[config.mk]
export PLATFORM = sky130hd
export DESIGN_NAME = ram_sync_rw_be
export DESIGN_NICKNAME = d
export VERILOG_FILES = /design/src/rtl/ram_pkg.sv /design/src/rtl/ram_clear_seq.sv /design/src/rtl/ram_sync_rw_be.sv
export SDC_FILE = /design/constraint.sdc
export NUM_CORES = 1
export LEC_CHECK = 0
export ABC_AREA = 1
export BUFFER_PORTS_ARGS = -buffer_cell sky130_fd_sc_hd__buf_2
export CAP_MARGIN = 20
export CORE_MARGIN = 1.5
export CORE_UTILIZATION = 40
export CTS_BUF_LIST = sky130_fd_sc_hd__clkbuf_4 sky130_fd_sc_hd__clkbuf_8 sky130_fd_sc_hd__clkbuf_16
export CTS_CLUSTER_SIZE = 16
export DETAILED_ROUTE_END_ITERATION = 8
export PLACE_DENSITY = 0.63
export SYNTH_ARGS = -nofsm -noshare
export SYNTH_HDL_FRONTEND = slang
export SYNTH_SLANG_ARGS = --single-unit
[constraint.sdc]
create_clock -name clock -period 4.3 [get_ports clock]
set_input_delay 0.215 -clock clock [delete_from_list [all_inputs] [get_ports clock]]
set_output_delay 0.215 -clock clock [all_outputs]
set_load 0.05 [all_outputs]
[src/rtl/ram_pkg.sv]
// Shared types and sizing helpers for the byte-enable synchronous RAM.
package ram_pkg;

    typedef enum logic {
        ST_CLEAR = 1'b0,
        ST_RUN   = 1'b1
    } state_t;

    // Read latency is either one cycle (direct register) or two (extra stage).
    localparam int RD_LAT_MIN = 1;
    localparam int RD_LAT_MAX = 2;

    function automatic int depth_of(input int awidth);
        return 1 << awidth;
    endfunction

    function automatic int nbytes_of(input int dwidth);
        return dwidth / 8;
    endfunction

    function automatic bit rd_lat_legal(input int rd_lat);
        return (rd_lat >= RD_LAT_MIN) && (rd_lat <= RD_LAT_MAX);
    endfunction

endpackage

[src/rtl/ram_clear_seq.sv]
// Post-reset clear sequencer: walks every address once, then holds in RUN.
module ram_clear_seq
    import ram_pkg::*;
#(
    parameter int AWIDTH     = 3,
    parameter bit INIT_CLEAR = 1'b1
) (
    input  logic              clk_i,
    input  logic              rst_ni,
    output logic [AWIDTH-1:0] clr_addr_o,
    output logic              clr_we_o,
    output logic              init_done_o,
    output state_t            state_o
);

    state_t            state_q;
    logic [AWIDTH-1:0] cnt_q;
    logic              done_q;

    // done_q is held low through reset so ready rises one cycle after release
    // even when clearing is skipped.
    always_ff @(posedge clk_i) begin
        if (!rst_ni) begin
            state_q <= INIT_CLEAR ? ST_CLEAR : ST_RUN;
            cnt_q   <= '0;
            done_q  <= 1'b0;
        end else if (state_q == ST_CLEAR) begin
            if (cnt_q == {AWIDTH{1'b1}}) begin
                state_q <= ST_RUN;
                done_q  <= 1'b1;
            end else begin
                cnt_q <= cnt_q + 1'b1;
            end
        end else begin
            done_q <= 1'b1;
        end
    end

    assign clr_addr_o  = cnt_q;
    assign clr_we_o    = (state_q == ST_CLEAR);
    assign init_done_o = done_q;
    assign state_o     = state_q;

endmodule

[src/rtl/ram_sync_rw_be.sv]
// Single-port synchronous RAM with byte write enables and 1- or 2-cycle reads.
module ram_sync_rw_be
    import ram_pkg::*;
#(
    parameter int AWIDTH     = 3,
    parameter int DWIDTH     = 32,
    parameter int RD_LAT     = 1,
    parameter bit INIT_CLEAR = 1'b1
) (
    input  logic                  clock,
    input  logic                  reset_n,
    input  logic                  req,
    input  logic                  we,
    input  logic [DWIDTH/8-1:0]   be,
    input  logic [AWIDTH-1:0]     addr,
    input  logic [DWIDTH-1:0]     din,
    output logic                  ready,
    output logic [DWIDTH-1:0]     dout,
    output logic                  dout_valid,
    output logic                  init_done
);

    localparam int DEPTH     = depth_of(AWIDTH);
    localparam int NBYTES    = nbytes_of(DWIDTH);
    localparam bit RD_LAT_OK = rd_lat_legal(RD_LAT);

    logic [DWIDTH-1:0] mem_q [DEPTH];
    logic [AWIDTH-1:0] clr_addr;
    logic              clr_we;
    logic              seq_done;
    state_t            seq_state;

    logic              wr_acc;
    logic              rd_acc;
    logic [DWIDTH-1:0] wr_word_d;

    logic              rd_vld_q;
    logic [DWIDTH-1:0] rd_data_q;
    logic              dout_valid_q;
    logic [DWIDTH-1:0] dout_q;

    ram_clear_seq #(
        .AWIDTH     (AWIDTH),
        .INIT_CLEAR (INIT_CLEAR)
    ) u_clear_seq (
        .clk_i       (clock),
        .rst_ni      (reset_n),
        .clr_addr_o  (clr_addr),
        .clr_we_o    (clr_we),
        .init_done_o (seq_done),
        .state_o     (seq_state)
    );

    assign ready     = seq_done;
    assign init_done = seq_done;

    // Handshake: a request transfers on a rising edge where req and ready are both high.
    assign wr_acc = req & seq_done & we & reset_n;
    assign rd_acc = req & seq_done & ~we;

    always_comb begin
        wr_word_d = mem_q[addr];
        for (int i = 0; i < NBYTES; i++) begin
            if (be[i]) begin
                wr_word_d[8*i +: 8] = din[8*i +: 8];
            end
        end
    end

    // Contents are deliberately not reset so they survive reset when clearing is off.
    always_ff @(posedge clock) begin
        if (clr_we) begin
            mem_q[clr_addr] <= '0;
        end else if (wr_acc) begin
            mem_q[addr] <= wr_word_d;
        end
    end

    // The array is sampled at the accept edge in both latencies, so a later
    // write to the same word cannot disturb a read already in flight.
    always_ff @(posedge clock) begin
        if (!reset_n) begin
            rd_vld_q     <= 1'b0;
            rd_data_q    <= '0;
            dout_valid_q <= 1'b0;
            dout_q       <= '0;
        end else begin
            rd_vld_q <= rd_acc;
            if (rd_acc) begin
                rd_data_q <= mem_q[addr];
            end
            if (RD_LAT < RD_LAT_MAX) begin
                dout_valid_q <= rd_acc;
                if (rd_acc) begin
                    dout_q <= mem_q[addr];
                end
            end else begin
                dout_valid_q <= rd_vld_q;
                if (rd_vld_q) begin
                    dout_q <= rd_data_q;
                end
            end
        end
    end

    assign dout       = dout_q;
    assign dout_valid = dout_valid_q;

    a_rd_lat_legal: assert property (@(posedge clock) RD_LAT_OK);

    a_req_known: assert property (@(posedge clock) disable iff (!reset_n)
        (req && ready) |-> !$isunknown({we, addr, be}));

    a_done_in_run: assert property (@(posedge clock) disable iff (!reset_n)
        init_done |-> (seq_state == ST_RUN));

endmodule

* After elaboration in Yosys (flattened, before gate mapping)
Memories as Yosys holds them, arrays and structs flattened.
Index checks and enable logic that the tools add are counted.
** Storage, ports and cells
- Flip-flop bits (word level) :: 38
- Bits in writable memories :: 256
- Output and inout bits :: 35
- Word-level logic and storage cells :: 33
- Memories :: 1
** Memory list
- mem_q :: words 8, width 32, rd ports 1, clocked after memory_dff 0, write ports 1, RTL line ram_sync_rw_be.sv:27 : logic [DWIDTH-1:0] mem_q [DEPTH];
** Cells by class
- $add $sub $neg :: 1
- Equal/unequal tests :: 1
- Mux-type cells :: 15
- Bitwise logic cells :: 7
- Reduce and logical (&&, ||, !) cells :: 3
** Operators with widths (count)
- $mux 32 :: 1
- $mux 8 :: 4
- $reduce_or 32->1 :: 1
- $mux 1 :: 9
- $and 1x1->1 :: 4
- $add 3x1->3 const B :: 1
- $eq 3x3->1 const B :: 1
- $mux 3 :: 1
- $not 1->1 :: 3
- $reduce_and 2->1 :: 1
- $reduce_bool 2->1 :: 1

* Logic depth before layout (Yosys ltp)
Gate-level depths: netlist of run 1.
- Word-level depth :: 8
- Depth in mapped cells :: 9
- Gate-level depth less buffers :: 7

* Cells and area by module
From an unflattened synthesis of run 1, not the netlist that was laid out.
** Unflattened totals
- Cells, all modules :: 1293
- Area total of the unflattened synthesis :: 12849.8 um2
** Modules (own cells, without submodules)
- ram_sync_rw_be :: instances 1, cells an instance 1266, area an instance 12640.9 um2
- ram_clear_seq :: instances 1, cells an instance 27, area an instance 209.0 um2

* Least setup slack after synthesis of run 1
OpenSTA, ideal clock, no wires.
- Path kind :: reg-to-reg
- From :: register u_clear_seq.done_q, in the netlist u_clear_seq.init_done_o
- To :: memory mem_q[5][0] (enable)
- Arrival :: 2.669 ns
- Data required time :: 3.879 ns
- Slack :: 1.209 ns
- Stages on the path, launching flop included :: 7
- Period minus slack after synthesis :: 3.091 ns
- Cells stage by stage :: dfxtp_1 > nand2_4 > nor2_1 > nand2_2 > o21ai_1 > nand2_1 > nor2_1
** Between the ends
- Cells in the longest elaborated chain, start to end :: 8
- Elaborated cells on any way between the ends :: 9
- Classes of those cells :: mux (5); bitwise (3); reduce/logical (1)
** Ends and longest elaborated chain
- start, declared :: RTL line ram_clear_seq.sv:18 : logic done_q;
- start signal, assigned :: RTL line ram_clear_seq.sv:26 : done_q <= 1'b0;
- start signal, assigned :: RTL line ram_clear_seq.sv:30 : done_q <= 1'b1;
- start signal, assigned :: RTL line ram_clear_seq.sv:35 : done_q <= 1'b1;
- $and 1x1->1 (*) (3 in series) :: RTL line ram_sync_rw_be.sv:58 : assign wr_acc = req & seq_done & we & reset_n;
- $mux 1 (*) :: RTL line ram_sync_rw_be.sv:74 : end else if (wr_acc) begin
- $mux 1 (*) :: RTL line ram_sync_rw_be.sv:72 : if (clr_we) begin
- $mux 1 (implied by the code) (*) :: RTL line ram_sync_rw_be.sv:75 : mem_q[addr] <= wr_word_d;
- $reduce_or 32->1 (no source line)
- $mux 3 (no source line) / $mux 1 (equally long branches)
- end, declared :: RTL line ram_sync_rw_be.sv:27
Every way passes the cells marked *; elsewhere a longest branch is shown, timed or not.

* Worst setup path after layout of run 1
- From :: register u_clear_seq.done_q, in the netlist u_clear_seq.init_done_o
- To :: memory mem_q[3][23] (enable)
Same word-level chain as after synthesis.

==> results by group, run 1 <==
Status
  • Status: finished, final reports clean

Power and ir drop
  • Pwr Total: 6.21 mW
  • Part of the power in registers: between 50 and 60%
  • Comb pwr share: about 8.4%
  • NetSw: 1.44 mW
  • Pint: ~4.8 mW
  • Pwr Density: roughly 430 mW/mm²
  • Max IR drop VDD: just over 300 µV
  • Power share of the clock group: between 30% and 40%
  • Switching Fraction: a little under a quarter
  • Lkg Pwr: 6.35 nW

Floorplanning
  • Die width: between 150 and 200 µm
  • I/O pins: slightly below 80
  • Core ar.: about 0.031 mm²
  • Die area: about 0.033 mm²
  • Starting density of the core: between 40% and 50%
  • Die Y: roughly 180 µm
  • Row cnt: 65

Critical path
  • Critical path peak fanout: 32
  • Crit path depth: 6
  • Cell family with most CP delay: simple AND/OR/NAND/NOR gates
  • Worst reg2reg path depth: 6
  • CP bufs+invs: 0
  • CP arrival: about 2.8 ns
  • Crit Path Class: reg -> reg
  • Worst path max stage delay: between 0.8 and 0.9 ns
  • Crit. End Element: flop
  • Worst EP required: 4.46 ns
  • Critical path launch point type: flop
  • Slowest cell on crit path: nor2_4
  • Cell repeated most along the worst path: nand2_1
  • Worst path cell trace: nand2_4 -> nor3_4 -> nand2_1 -> o21ai_0 -> nand2_1 -> nor2_4

Finish
  • Layout cell share with drive strength beyond 1: 11.5%
  • Final nets: about 1400
  • Area delta synth->final: 13.2%
  • Final Cell Area: ~0.014 mm²
  • Final Non-Filler Cells: approximately 1800

Drt
  • Vias per std cell: around 4.8
  • Antenna viol nets, final: 0
  • Drt drc: 0
  • Initial DRC Count: 573
  • Final WL: roughly 28000 µm
  • DR WL/cell: 16.1 µm
  • Initial DRT Pass Iterations: 5
  • DR vias: ~8500

Timing
  • Final hold violation count: 0
  • RSZ-0062 raised after global routing: no
  • Rel. slew slack: around 30%
  • Max-slew violations: 0
  • Period utilization: approximately 62%
  • Final setup viols: 0
  • Clock Skew: about 0.014 ns
  • Highest clock rate: ~370 MHz
  • TNS Setup: 0 ns
  • Worst Max-Slew Pin Slew: roughly 1.1 ns
  • Final min period: ~2.7 ns

Clock tree
  • Clock sinks: approximately 290
  • Clk slew on worst S/H paths: around 0.06 ns
  • Total CTS buffers: 29
  • CTS tree: done
  • Clock Tree Root: clkbuf_16
  • Worst-Skew Late Latency: between 0.5 and 0.6 ns
  • CTS H-tree lvls: 1
  • Clock tree buffer depth: 3

Yosys
  • Synth Instances: approximately 1300
  • Cell variety after synth: 23
  • Post-synth top area cell: edfxtp_1
  • Synth top area cells: edfxtp_1 60%, nand2_1 8.8%, inv_1 7.8%
  • Syn avg cell area: about 10 µm²
  • Synthesized area: 0.0128 mm²
  • Sequential-to-total area share from yosys stat: between 60% and 70%
  • Synth top area share: 60.1%
  • Yosys reg bits: between 200 and 300
  • Syn Nets: around 1300
  • YS warnings: 0

GRT
  • Largest net degree at the start of global routing: 83
  • Initial antenna violation count: 1
  • GR Overflow Total: 0
  • First-pass GRT wire length: approximately 45000 µm
  • Vias in the first global route: ~8300
  • Total GRT Usage: between 15 and 20%

Placement
  • Global placer's final weighted congestion: 0.753
  • # port buffers: 77
  • Placed instance count: around 1700
  • Cell Area, Placed: between 0.01 and 0.015 mm²
  • DP HPWL: ~16000 µm

Worst hold path
  • Hold Crit Class: in -> reg
  • Hold Path Cell Cnt: 3

Flow run
  • Max Cap Violations: 0
synth_stat cells (all sizes together):
cell type / n
a21oi: 66
clkbuf: 15
nand2: 302
clkinv: 1
ha: 2
buf: 53
nor2: 14
o21ai: 74
inv: 267
nand3: 192
nor3: 2
dfxtp: 38
edfxtp: 256
o211ai: 1
sequential cells by signal, indices dropped and copies added (netlist names):
signal                   cells
u_clear_seq.clr_addr_o       3
u_clear_seq.init_done_o      1
mem_q                      256
dout_valid                   1
u_clear_seq.state_o          1
dout                        32
path summary, 6_finish.rpt:
| path | start | end | slack (ns) |
|---|---|---|---|
| worst max-delay path | u_clear_seq.init_done_o | mem_q[3][23] | 1.62 |
| worst min-delay path | reset_n | u_clear_seq.init_done_o | 0.04 |
| worst max register to register | u_clear_seq.init_done_o | mem_q[3][23] | 1.62 |
| worst min register to register | u_clear_seq.clr_addr_o[1] | u_clear_seq.clr_addr_o[1] | 0.51 |
final cells by class:
class | count | area [µm²]
timing repair buffer | 97 | 621
clock buffer | 34 | 763
sequential | 294 | 8450
multi-input combinational | 653 | 2980
antenna | 1 | 2.50
clock inverter | 19 | 145
fill | 2849 | 17000
tap | 402 | 503
inverter | 268 | 1010
per-stage QoR:
stage	utilization, %	hold slack, ns	setup WS, ns
6_report	46.0	0.0442	1.62
2_1_floorplan	-	0.294	1.21
4_1_cts	45.7	0.0293	1.60
5_1_grt	46.0	0.0607	1.42
3_5_place_dp	42.8	0.462	1.45
3_3_place_gp	42.8	0.453	1.54
logic make-up after synthesis:
group           after synthesis  share of synthesized area [%]
flops                       294                           66.1
fa+ha+maj                     2                          0.196
simple gates                510                           17.1
compound gates              141                           5.54
buf+inv                     336                           11.1
power groups by stage:
stage	Sequential [mW]	Clock, mW	Combinational [mW]
after global placement	3.33	0	0.486
after global routing	3.28	2.57	0.588
after CTS	3.27	2.46	0.501
final	3.27	2.42	0.522
after detailed placement	3.33	0	0.497
after floorplan	3.34	0	0.332
layer usage:
| layer | vias up | share of wire [%] | track usage, % |
|---|---|---|---|
| li1 | 4274 | - | - |
| met1 | 4040 | 44 | 23.1 |
| met2 | 171 | 49 | 30.4 |
| met3 | 35 | 4.3 | 2.27 |
| met4 | 0 | 1.8 | 5.07 |
| met5 | - | 0 | 0 |
cells in the final DEF, fill, tap and decap left out, types with 5 or more instances in the layout:
master / count
nand2_1: 300
inv_1: 265
edfxtp_1: 256
nand3_1: 192
buf_2: 76
o21ai_0: 66
a21oi_1: 66
dfxtp_1: 38
clkbuf_16: 29
buf_4: 14
clkinv_2: 11
nor2_4: 9
o21ai_1: 8
clkinv_1: 6
nor2_1: 5
clkbuf_4: 5
worst register-to-register path: stages, from the launching register on:
cell     delay (ns)
dfxtp_1        0.41
nand2_4        0.09
nor3_4         0.47
nand2_1        0.13
o21ai_0        0.16
nand2_1        0.20
nor2_4         0.83
what timing repair did:
action / CTS / global route
setup buffers: 0 / 0
hold buffers: 2 / 0
hold endpoints to repair: 1 / 0
resized for setup: 0 / 0
(Power assumes the default switching activity.)
==> run 2: changes to the inputs <==
==> constraint.sdc (replaced) <==
create_clock -name clock -period 2.55 [get_ports clock]
set_input_delay 0.1275 -clock clock [delete_from_list [all_inputs] [get_ports clock]]
set_output_delay 0.1275 -clock clock [all_outputs]
set_load 0.05 [all_outputs]
==> run 2 against run 1 <==
  * Total power grew 80%
  * Hold slack better by 0.043 ns
  * Critical path depth increased by 2
  * Sequential share of layout area down 1.5 points
  * Design area is 2.6% higher
  * Final cell count up 1.8%
  * Register-to-register slack got worse by 1.5 ns
  * Worst setup slack got worse by 1.5 ns
  * Die area did not move
  * Sequential cell count unchanged
  * Critical path type unchanged
  * Largest power group unchanged
==> results by group, run 2 (synthesis gave the netlist of run 1 again) <==
Status
  • Status: finished, final reports clean

Critical path
  • CP bufs+invs: 2 (+2)
  • Reg2Reg Launch Point: u_clear_seq.init_done_o
  • Crit path depth: 8 (+2)
  • Crit. End Element: flop
  • CP arrival: 2.66 ns (-0.18 ns)
  • R2R setup slack: 0.16 ns (-1.45 ns)
  • Worst EP required: 2.82 ns (-1.64 ns)
  • Worst R2R End: mem_q[1][5]
  • Worst reg2reg path depth: 8 (+2)
  • Critical path peak fanout: 13 (-59%)
  • Worst path cell trace: nand2_4 -> buf_4 -> nor3_4 -> nand2_1 -> o21ai_0 -> nand2_1 -> nor2_4 -> buf_4
  • Cell family with most CP delay: simple AND/OR/NAND/NOR gates
  • Critical path launch point type: flop
  • Worst path max stage delay: 0.59 ns (-0.24 ns)
  • Slowest cell on crit path: nor2_4
  • Crit Path Class: reg -> reg

Worst hold path
  • Hold endpoint: mem_q[0][29]
  • Hold_sp: din[29]
  • Hold Path Cell Cnt: 3 (unchanged)
  • Hold Crit Class: in -> reg

Finish
  • Area delta synth->final: 16.2%
  • Layout cell share with drive strength beyond 1: 13.5% (+2.0 points)
  • Util after Layout: 47.2% (+1.2 points)
  • N_diodes: 0 (-1)
  • Most frequent cells in the layout: 300 x nand2_1, 265 x inv_1, 256 x edfxtp_1, 192 x nand3_1, 76 x buf_2
  • Biggest register: mem_q
  • Filler instances: 2848 (-0.035%)
  • Max reg flops: 256 (unchanged)
  • Final nets: 1418 (+2.2%)
  • Commonest non-fill, non-tap cell in the layout: nand2_1
  • Final Cell Area: 0.0149 mm² (+2.6%)

Floorplanning
  • Starting density of the core: 40.6% (unchanged)
  • Die Y: 182 µm (unchanged)
  • Row cnt: 65 (unchanged)
  • Die width: 182 µm (unchanged)
  • Core ar.: 0.0315 mm² (unchanged)
  • Die area: 0.0330 mm² (unchanged)
  • I/O pins: 78 (unchanged)

Placement
  • # port buffers: 77 (unchanged)
  • DP HPWL: 16900 µm (+4.9%)
  • Dpl ws: 0.0262 ns (-1.42 ns)
  • Global placer's final weighted congestion: 0.762 (+1.3%)
  • Cell Area, Placed: 0.0137 mm² (+1.7%)

Clock tree
  • Clk slew on worst S/H paths: 0.06 ns (about the same)
  • Worst-Skew Late Latency: 0.56 ns (about the same)
  • Clock Tree Root: clkbuf_16
  • CTS H-tree lvls: 1 (unchanged)
  • Clock sinks: 294 (unchanged)
  • Clock tree buffer depth: 3 (unchanged)
  • Total CTS buffers: 31 (+6.9%)
  • CTS tree: done

Timing
  • Period utilization: 93.5% (+31 points)
  • Clock Skew: 0.0119 ns (-0.00216 ns)
  • Highest clock rate: 419 MHz (+12%)
  • RSZ-0062 raised after global routing: yes
  • Final hold violation count: 0 (unchanged)
  • Worst Max-Slew Pin Slew: 1.08 ns (+0.0283 ns)
  • Final WS setup: 0.165 ns (-1.45 ns)
  • TNS Setup: 0 ns (unchanged)
  • Final min period: 2.39 ns (-0.298 ns)
  • Rel. slew slack: 27.9% (-1.8 points)
  • Max-slew violations: 0 (unchanged)
  • Final setup viols: 0 (unchanged)

GRT
  • GR Overflow Total: 0 (unchanged)
  • Total GRT Usage: 18.5% (+0.95 points)
  • Initial antenna violation count: 0 (-1)
  • First-pass GRT wire length: 47700 µm (+5.4%)
  • Largest net degree at the start of global routing: 77 (-7.2%)
  • Vias in the first global route: 8667 (+4.1%)

Power and ir drop
  • Max IR drop VDD: 524 µV (+73%)
  • Pwr Total: 11.2 mW (+80%)
  • Lkg Pwr: 6.55 nW (+3.2%)
  • Pwr Density: 753 mW/mm² (+75%)

Flow run
  • Max Cap Violations: 0 (unchanged)

Drt
  • Antenna viol nets, final: 0 (unchanged)
  • Initial DRC Count: 644 (+12%)
  • Initial DRT Pass Iterations: 5 (unchanged)
  • Drt drc: 0 (unchanged)
  • DR WL/cell: 17.1 µm (+6.4%)
  • DR vias: 8836 (+3.7%)
  • Vias per std cell: 4.91 (+1.9%)
  • Final WL: 30800 µm (+8.3%)
run 2: changes by cell type in the layout (fill, tap and decap cells not counted), moves of 2 or more:
cell / change
clkbuf_16: +2
bufinv_16: +3
clkinv_2: -3
clkbuf_8: +2
nor2_4: +2
buf_4: +23
buf_12: +2
run 2: metrics by stage:
step	hold WS (ns)	std cells
2_1_floorplan	0.207	1283
3_3_place_gp	0.427	1735
6_report	0.0868	1800
4_1_cts	0.0734	1796
3_5_place_dp	0.432	1735
5_1_grt	0.121	1800
run 2: worst register-to-register path, stage by stage, from the launching register on:
cell and delay (ns):
dfxtp_1 0.37, nand2_4 0.07, buf_4 0.14, nor3_4 0.20
nand2_1 0.06, o21ai_0 0.10, nand2_1 0.30, nor2_4 0.59
buf_4 0.27
run 2: worst max-delay path by stage:
stage / to / slack, ns / from
2_1_floorplan: mem_q[1][0] / -0.08 / u_clear_seq.init_done_o
3_3_place_gp: mem_q[1][3] / 0.07 / u_clear_seq.init_done_o
3_5_place_dp: mem_q[1][3] / 0.03 / u_clear_seq.init_done_o
4_1_cts: mem_q[1][7] / 0.007 / u_clear_seq.init_done_o
5_1_grt: mem_q[1][5] / -0.04 / u_clear_seq.init_done_o
6_report: mem_q[1][5] / 0.16 / u_clear_seq.init_done_o
run 2: layout make-up:
cell class	count	area, µm²	area share, %
flip-flops and latches	294	8450	56.9
clock buffers	38	841	5.66
multi-input cells	656	3010	20.3
well taps	402	503	3.39
inverters	268	1010	6.78
clock inverters	20	229	1.54
repair buffers	122	816	5.49
run 2: repair_timing:
| item | 4_1_cts | 5_1_grt |
|---|---|---|
| hold buffers | 3 | 0 |
| gates resized for setup | 0 | 2 |
| endpoints found under the hold margin | 2 | 0 |
| endpoints found under the setup margin | 0 | 25 |
| buffers inserted | 0 | 0 |
run 2: report_power, final:
part | switching [mW] | internal (mW)
clock network | 1.88 | 2.84
logic | 0.674 | 0.273
registers | 0.0574 | 5.45
run 2: routing by layer:
layer | GRT usage, % | up-vias | routed length [µm]
met2 | 32.2 | 262 | 14900
met1 | 24.0 | 4170 | 13200
met5 | 0 | - | 0
li1 | - | 4343 | -
met4 | 6.07 | 0 | 839
met3 | 2.19 | 61 | 1880
